<file path="src/rtl/delay_line_n_if.sv">
// Handshake bundle for delay_line_n: shift/flush controls, input word, tap select and tapped outputs.
// master drives the line, slave is the delay line itself.
interface delay_line_n_if #(
    parameter int WIDTH = 16,
    parameter int SEL_W = 3
);
    logic             en;
    logic             flush;
    logic [WIDTH-1:0] d;
    logic             d_valid;
    logic [SEL_W-1:0] dly_sel;
    logic [WIDTH-1:0] q;
    logic             q_valid;
    logic             primed;

    modport master (
        output en, flush, d, d_valid, dly_sel,
        input  q, q_valid, primed
    );

    modport slave (
        input  en, flush, d, d_valid, dly_sel,
        output q, q_valid, primed
    );
endinterface

</file>
<file path="src/rtl/delay_line_n.sv">
// Run-time selectable pipeline delay (1..DEPTH enabled cycles) for a data word plus valid flag.
// The output is a combinational tap into the register chain, so dly_sel changes act immediately.
module delay_line_n #(
    parameter int WIDTH = 16,
    parameter int DEPTH = 8,
    parameter int SEL_W = 3
) (
    input logic           clk,
    input logic           rst,
    delay_line_n_if.slave bus
);

    localparam logic [SEL_W-1:0] LAST_TAP = SEL_W'(DEPTH - 1);

    logic [WIDTH-1:0] stage_d [DEPTH];
    logic [DEPTH-1:0] stage_v;
    logic [SEL_W-1:0] tap;
    logic             primed_c;

    always_ff @(posedge clk or posedge rst) begin
        if (rst) begin
            // NOTE: the data stages are reset too, since q must read 0 as soon as rst asserts.
            for (int i = 0; i < DEPTH; i++) begin
                stage_d[i] <= '0;
            end
            stage_v <= '0;
        end else if (bus.flush) begin
            for (int i = 0; i < DEPTH; i++) begin
                stage_d[i] <= '0;
            end
            stage_v <= '0;
        end else if (bus.en) begin
            // NOTE: non-blocking assignments let each stage take its neighbour's old value, so the loop shifts by one.
            stage_d[0] <= bus.d;
            for (int i = 1; i < DEPTH; i++) begin
                stage_d[i] <= stage_d[i-1];
            end
            stage_v <= {stage_v[DEPTH-2:0], bus.d_valid};
        end
    end

    // Out-of-range selects clamp to the oldest stage rather than wrapping.
    always_comb begin
        // NOTE: default first so every path assigns and no latch is inferred.
        tap = bus.dly_sel;
        if (int'(bus.dly_sel) > DEPTH - 1) begin
            tap = LAST_TAP;
        end
    end

    always_comb begin
        primed_c = 1'b1;
        for (int i = 0; i < DEPTH; i++) begin
            if (i <= int'(tap)) begin
                primed_c = primed_c & stage_v[i];
            end
        end
    end

    assign bus.q       = stage_d[tap];
    assign bus.q_valid = stage_v[tap];
    assign bus.primed  = primed_c;

endmodule

</file>
<file path="src/flat_wrapper.sv">
// flat-port wrapper written by rule: the top's interface ports become plain ports
module delay_line_n_flat 
#(
    parameter int WIDTH = 16,
    parameter int DEPTH = 8,
    parameter int SEL_W = 3
)
  (clk, rst, bus_en, bus_flush, bus_d, bus_d_valid, bus_dly_sel, bus_q, bus_q_valid, bus_primed);
  delay_line_n_if #(.WIDTH(WIDTH), .SEL_W(SEL_W)) bus_i ();
  input logic clk;
  input logic rst;
  input wire logic [$bits(bus_i.en)-1:0] bus_en;
  input wire logic [$bits(bus_i.flush)-1:0] bus_flush;
  input wire logic [$bits(bus_i.d)-1:0] bus_d;
  input wire logic [$bits(bus_i.d_valid)-1:0] bus_d_valid;
  input wire logic [$bits(bus_i.dly_sel)-1:0] bus_dly_sel;
  output wire logic [$bits(bus_i.q)-1:0] bus_q;
  output wire logic [$bits(bus_i.q_valid)-1:0] bus_q_valid;
  output wire logic [$bits(bus_i.primed)-1:0] bus_primed;
  assign bus_i.en = bus_en;
  assign bus_i.flush = bus_flush;
  assign bus_i.d = bus_d;
  assign bus_i.d_valid = bus_d_valid;
  assign bus_i.dly_sel = bus_dly_sel;
  assign bus_q = bus_i.q;
  assign bus_q_valid = bus_i.q_valid;
  assign bus_primed = bus_i.primed;
  delay_line_n #(.WIDTH(WIDTH), .DEPTH(DEPTH), .SEL_W(SEL_W)) u_core (.clk(clk), .rst(rst), .bus(bus_i));
endmodule
</file>
<file path="config.mk">
export PLATFORM = sky130hd
export DESIGN_NAME = delay_line_n_flat
export DESIGN_NICKNAME = d
export VERILOG_FILES = /design/src/rtl/delay_line_n_if.sv /design/src/rtl/delay_line_n.sv /design/src/flat_wrapper.sv
export SDC_FILE = /design/constraint.sdc
export NUM_CORES = 1
export LEC_CHECK = 0
export BUFFER_PORTS_ARGS = -buffer_cell sky130_fd_sc_hd__buf_2
export CAP_MARGIN = 25
export CORE_MARGIN = 1.5
export CORE_UTILIZATION = 35
export DETAILED_ROUTE_END_ITERATION = 8
export GPL_ROUTABILITY_DRIVEN = 0
export SLEW_MARGIN = 20
export SYNTH_ARGS = -nofsm -noshare
export SYNTH_HDL_FRONTEND = slang
export SYNTH_SLANG_ARGS = --single-unit
</file>
<file path="constraint.sdc">
create_clock -name clk -period 9.3 [get_ports clk]
set_input_delay 0.465 -clock clk [delete_from_list [all_inputs] [get_ports clk]]
set_output_delay 0.465 -clock clk [all_outputs]
set_load 0.01 [all_outputs]
</file>
# After elaboration in Yosys (flattened, before gate mapping)
# Index checks and enable logic that the tools add are counted.
dict set report word_totals {
  ff_bits 136
  input_bits 24
  output_inout_bits 18
  word_cells 43
}
dict set report op_classes {
  n_lt_le_gt_ge 9
  n_mux 16
  bitwise 8
  reduce_logical 1
}
# cell count
set ops {}
lappend ops {{128-bit two-way mux} 2}
lappend ops {{16-bit binary-select mux with 3-bit select} 1}
lappend ops {{16-bit two-way mux} 2}
lappend ops {{8-bit two-way mux} 2}
lappend ops {{3-bit <= comparator (first input constant)} 4}
lappend ops {{1-bit two-way mux} 8}
lappend ops {{1-bit AND} 7}
lappend ops {{2-bit by 3-bit <= comparator with 1-bit output (first input constant)} 2}
lappend ops {{4-bit greater-or-equal comparator (second input constant)} 1}
lappend ops {{3-bit by 4-bit less-than comparator with 1-bit output (second input constant)} 1}
lappend ops {{3-bit NOT with 4-bit output} 1}
lappend ops {{1-bit binary-select mux with 3-bit select} 1}
lappend ops {{1-bit by 3-bit <= comparator with 1-bit output (first input constant)} 1}
lappend ops {{2-bit nonzero test} 1}

# Longest topological paths before layout
dict set report logic_depth {
  ltp_word 14
  ltp_mapped 6
}

# Worst setup path after synthesis
# No wires, ideal clock.
dict set report synth_timing {
  path_type {input -> output}
  start {input port bus_dly_sel[0]}
  end {output port bus_q[10]}
  t_arrival_ns 1.407
  t_required_ns 8.835
  setup_slack_ns 7.428
  path_stages 5
  cell_sequence {buf_6 > buf_8 > mux4_2 > nand2_1 > nand2_1}
}
dict set report synth_via {
  elab_chain_cells 4
}
# element line
set synth_lines {}
lappend synth_lines {{from (decl)} flat_wrapper.sv:16} ;# input wire logic [$bits(bus_i.dly_sel)-1:0] bus_dly_sel;
lappend synth_lines {{3-bit NOT with 4-bit output (implied by the code)} delay_line_n.sv:60} ;# assign bus.q = stage_d[tap];
lappend synth_lines {{16-bit binary-select mux with 3-bit select} delay_line_n.sv:60}
lappend synth_lines {{16-bit two-way mux (implied by the code) (2 in series)} delay_line_n.sv:60}
lappend synth_lines {{to (decl)} flat_wrapper.sv:17} ;# output wire logic [$bits(bus_i.q)-1:0] bus_q;
# Every way passes these cells. The select of a mux whose other input is x is not followed.

# Final worst setup path
dict set report layout_timing {
  start {input port bus_dly_sel[2]}
  end {output port bus_primed}
}
dict set report layout_via {
  elab_chain_cells 14
}
# element line
set layout_lines {}
lappend layout_lines {{1-bit by 3-bit <= comparator with 1-bit output} delay_line_n.sv:54} ;# if (i <= int'(tap)) begin
lappend layout_lines {{1-bit two-way mux} delay_line_n.sv:54}
lappend layout_lines {{1-bit AND} delay_line_n.sv:55} ;# primed_c = primed_c & stage_v[i];
lappend layout_lines {{1-bit two-way mux} delay_line_n.sv:54}
lappend layout_lines {{1-bit AND} delay_line_n.sv:55}
lappend layout_lines {{1-bit two-way mux} delay_line_n.sv:54}
lappend layout_lines {{1-bit AND} delay_line_n.sv:55}
lappend layout_lines {{1-bit two-way mux} delay_line_n.sv:54}
lappend layout_lines {{1-bit AND} delay_line_n.sv:55}
lappend layout_lines {{1-bit two-way mux} delay_line_n.sv:54}
lappend layout_lines {{1-bit AND} delay_line_n.sv:55}
lappend layout_lines {{1-bit two-way mux} delay_line_n.sv:54}
lappend layout_lines {{1-bit AND} delay_line_n.sv:55}
lappend layout_lines {{1-bit two-way mux *} delay_line_n.sv:54}
lappend layout_lines {{to (decl)} flat_wrapper.sv:19} ;# output wire logic [$bits(bus_i.primed)-1:0] bus_primed;
# Every way passes the cells marked *; elsewhere a longest branch is shown, timed or not.

==> impl_metrics.toml <==
[critical_path]
crit_start = "bus_dly_sel[2]"
r2r-start = "u_core.stage_d[112]"
worstSetupPathType = "primary input to primary output"
critPathRequiredTime_ns = 8.84
setup.worst_path.end_class = "primary output"
ff2ff_path_depth = 2
reg2reg_to = "u_core.stage_d[96]"
regToRegSetupSlack_ns = 8.53
critPathCapture = "bus_primed"
worstPathArrival_ns = 2.13
cp-start-kind = "primary input"
crit_fanout = 19

[timing]
relSlewSlack = 0.3169
hold_violations = 0
rsz0062_at_grt = "no"
setup_viol = 0
finalClockSkew_ns = 0.005998
tightest_slew_ns = 1.025
hold_ws_ns = 0.1170
tns_ns = 0
finalCritPeriodShare = 0.2788
fmax_mhz = 385.6
fin_crit_ns = 2.593
drv_slew = 0

[pwr]
p_leak_nw = 3.793
p_comb_frac = 0.072
max-vdd-ir-drop_mv = 0.1337
swShare = 0.2255
pwr-share-clk = 0.483
seqPwrFrac = 0.445
switching_power_w = 0.0003084
power.internal_w = 0.001059
powerDensity_nw_per_um2 = 182.6

[grt]
gr-usage-met1 = 0.2036
overflow = 0
groute.usage.overall = 0.1504
grt_use_met3 = 0.04889
grt_pass1_vias = 4326
grt_first_pass_wirelength_um = 23030
antenna_found_initial = 0
grt_max_degree = 107
grt_most_used_layer = "met2"
globalRouteMet2Util = 0.2351

[floorplan]
fp-row-count = 49
die_h_um = 139.9
start_util = 0.3615
design.die.area_um2 = 19570
io_pins = 42
coreArea_um2 = 18150
die_x_um = 139.9

[finish]
fin_nets = 597
drive_gt1_frac = 0.1932
n_antenna_cell = 0
area_growth_pct = 14.19
utilization = 0.4128

[synthesis]
ys_seq_area_frac = 0.5188
netlist_area_um2 = 6560
syn_nets = 571
yosys_warnings = 0
yosys_register_bits = 136
ys_types = 19
synthesis.instances = 547
avgSynthCellArea_um2 = 11.99

[outcome]
outcome = "complete, but fails checks"
violations = "design-rule violations"

[detailed_routing]
vias = 4155
ant_nets = 0
routed_via_density = 5.104
drc = 6
routedWlPerCell_um = 16.77
drt_iter0_markers = 293
drt_wl_total_um = 13650
drtPass1Iterations = 7

[clocking]
clockRootBuffer = "clkbuf_16"
hold_buffers = 0
clock_latency_ns = 0.42
cts_tree = "yes"
clock_path_buffers = 2
cts_resized = 0
clkTransAtPathRegs_ns = 0.05
postCtsSetupBuffers = 0
numCtsBuffers = 17
cts_max_level = 4
cts_sinks = 136

[place]
dp_hpwl_um = 8187
numPortBuffers = 41

[hold_path]
hold_class = "primary input to asynchronous set/reset pin"

[flow_run]
maxCapViolCount = 0
cells by family (layout without fill, tap and decap cells):
logic type / count (synthesis) / after routing / synth area share
simple gates: 192 / 192 / 0.1110
compound gates: 4 / 4 / 0.005530
mux: 170 / 170 / 0.3242
buf+inv: 45 / 83 / 0.04043
flops: 136 / 136 / 0.5188
Yosys cell counts, drive strengths merged:
library cell,n,area share
a2111oi,1,0.0023
clkinv,1,0.00057
a211oi,1,0.0011
nor2,137,0.078
o221ai,1,0.0013
nand2,52,0.030
mux4,34,0.12
dfrtp,136,0.52
a21oi,1,0.00076
clkbuf,13,0.0074
mux2i,136,0.21
inv,3,0.0017
buf,28,0.031
nand4,1,0.00095
nand2b,2,0.0019
flip-flops by register name, summed over array words and instances (netlist names):
name,flops
u_core.stage_v,8
u_core.stage_d,128
layout make-up:
type | count | area [um^2]
clock buffers | 23 | 488.0
flip-flops and latches | 136 | 3403
clock inverters | 8 | 95.09
multi-input cells | 366 | 2892
repair buffers | 48 | 306.5
well taps | 229 | 286.5
fillers | 1722 | 10660
inverters | 4 | 20.02
through the flow:
stage,cells,worst slack (ns),total power (W),cell area [um^2]
final,814,6.707,0.001367,7491
after global placement,781,6.737,0.0007138,6853
after global routing,814,6.565,0.001425,7491
after detailed placement,781,6.671,0.0007163,6853
after CTS,812,6.696,0.001384,7436
after floorplan,547,5.196,0.0006940,6560
critical path: stages:
cell and delay, ns:
buf_2 0.33, clkinv_1 0.63, a211oi_1 0.45, a2111oi_2 0.08, buf_2 0.15
worst min path at each step:
stage	from	end	slack (ns)	cells after the start
3_3_place_gp	u_core.stage_d[11]	u_core.stage_d[11]	0.50	2
3_5_place_dp	u_core.stage_d[12]	u_core.stage_d[12]	0.51	2
2_1_floorplan	u_core.stage_d[0]	u_core.stage_d[0]	0.48	2
4_1_cts	rst	u_core.stage_d[22]	0.14	2
6_report	rst	u_core.stage_d[6]	0.12	2
5_1_grt	rst	u_core.stage_d[22]	0.15	2
power by group through the flow:
stage / combinational (W) / sequential (W) / clock, W
final: 0.0000980 / 0.000609 / 0.000661
after global routing: 0.000108 / 0.000610 / 0.000707
after floorplan: 0.0000781 / 0.000616 / 0
after CTS: 0.0000973 / 0.000609 / 0.000678
after detailed placement: 0.0000970 / 0.000619 / 0
after global placement: 0.0000952 / 0.000619 / 0
placed cells by master, fill, tap and decap left out, drive strengths merged:
| cell type | count |
|---|---|
| a2111oi | 1 |
| a211oi | 1 |
| a21oi | 1 |
| buf | 48 |
| bufinv | 2 |
| clkbuf | 23 |
| clkinv | 5 |
| clkinvlp | 2 |
| dfrtp | 136 |
| inv | 3 |
| mux2i | 136 |
| mux4 | 34 |
| nand2 | 52 |
| nand2b | 2 |
| nand4 | 1 |
| nor2 | 137 |
| o221ai | 1 |
metal layers:
metal,routed length [um],part of all wire
met1,6358,0.47
met2,6614,0.48
met3,579,0.042
met4,99,0.0073
met5,0,0
No activity file was read; power rests on OpenSTA's default activity.
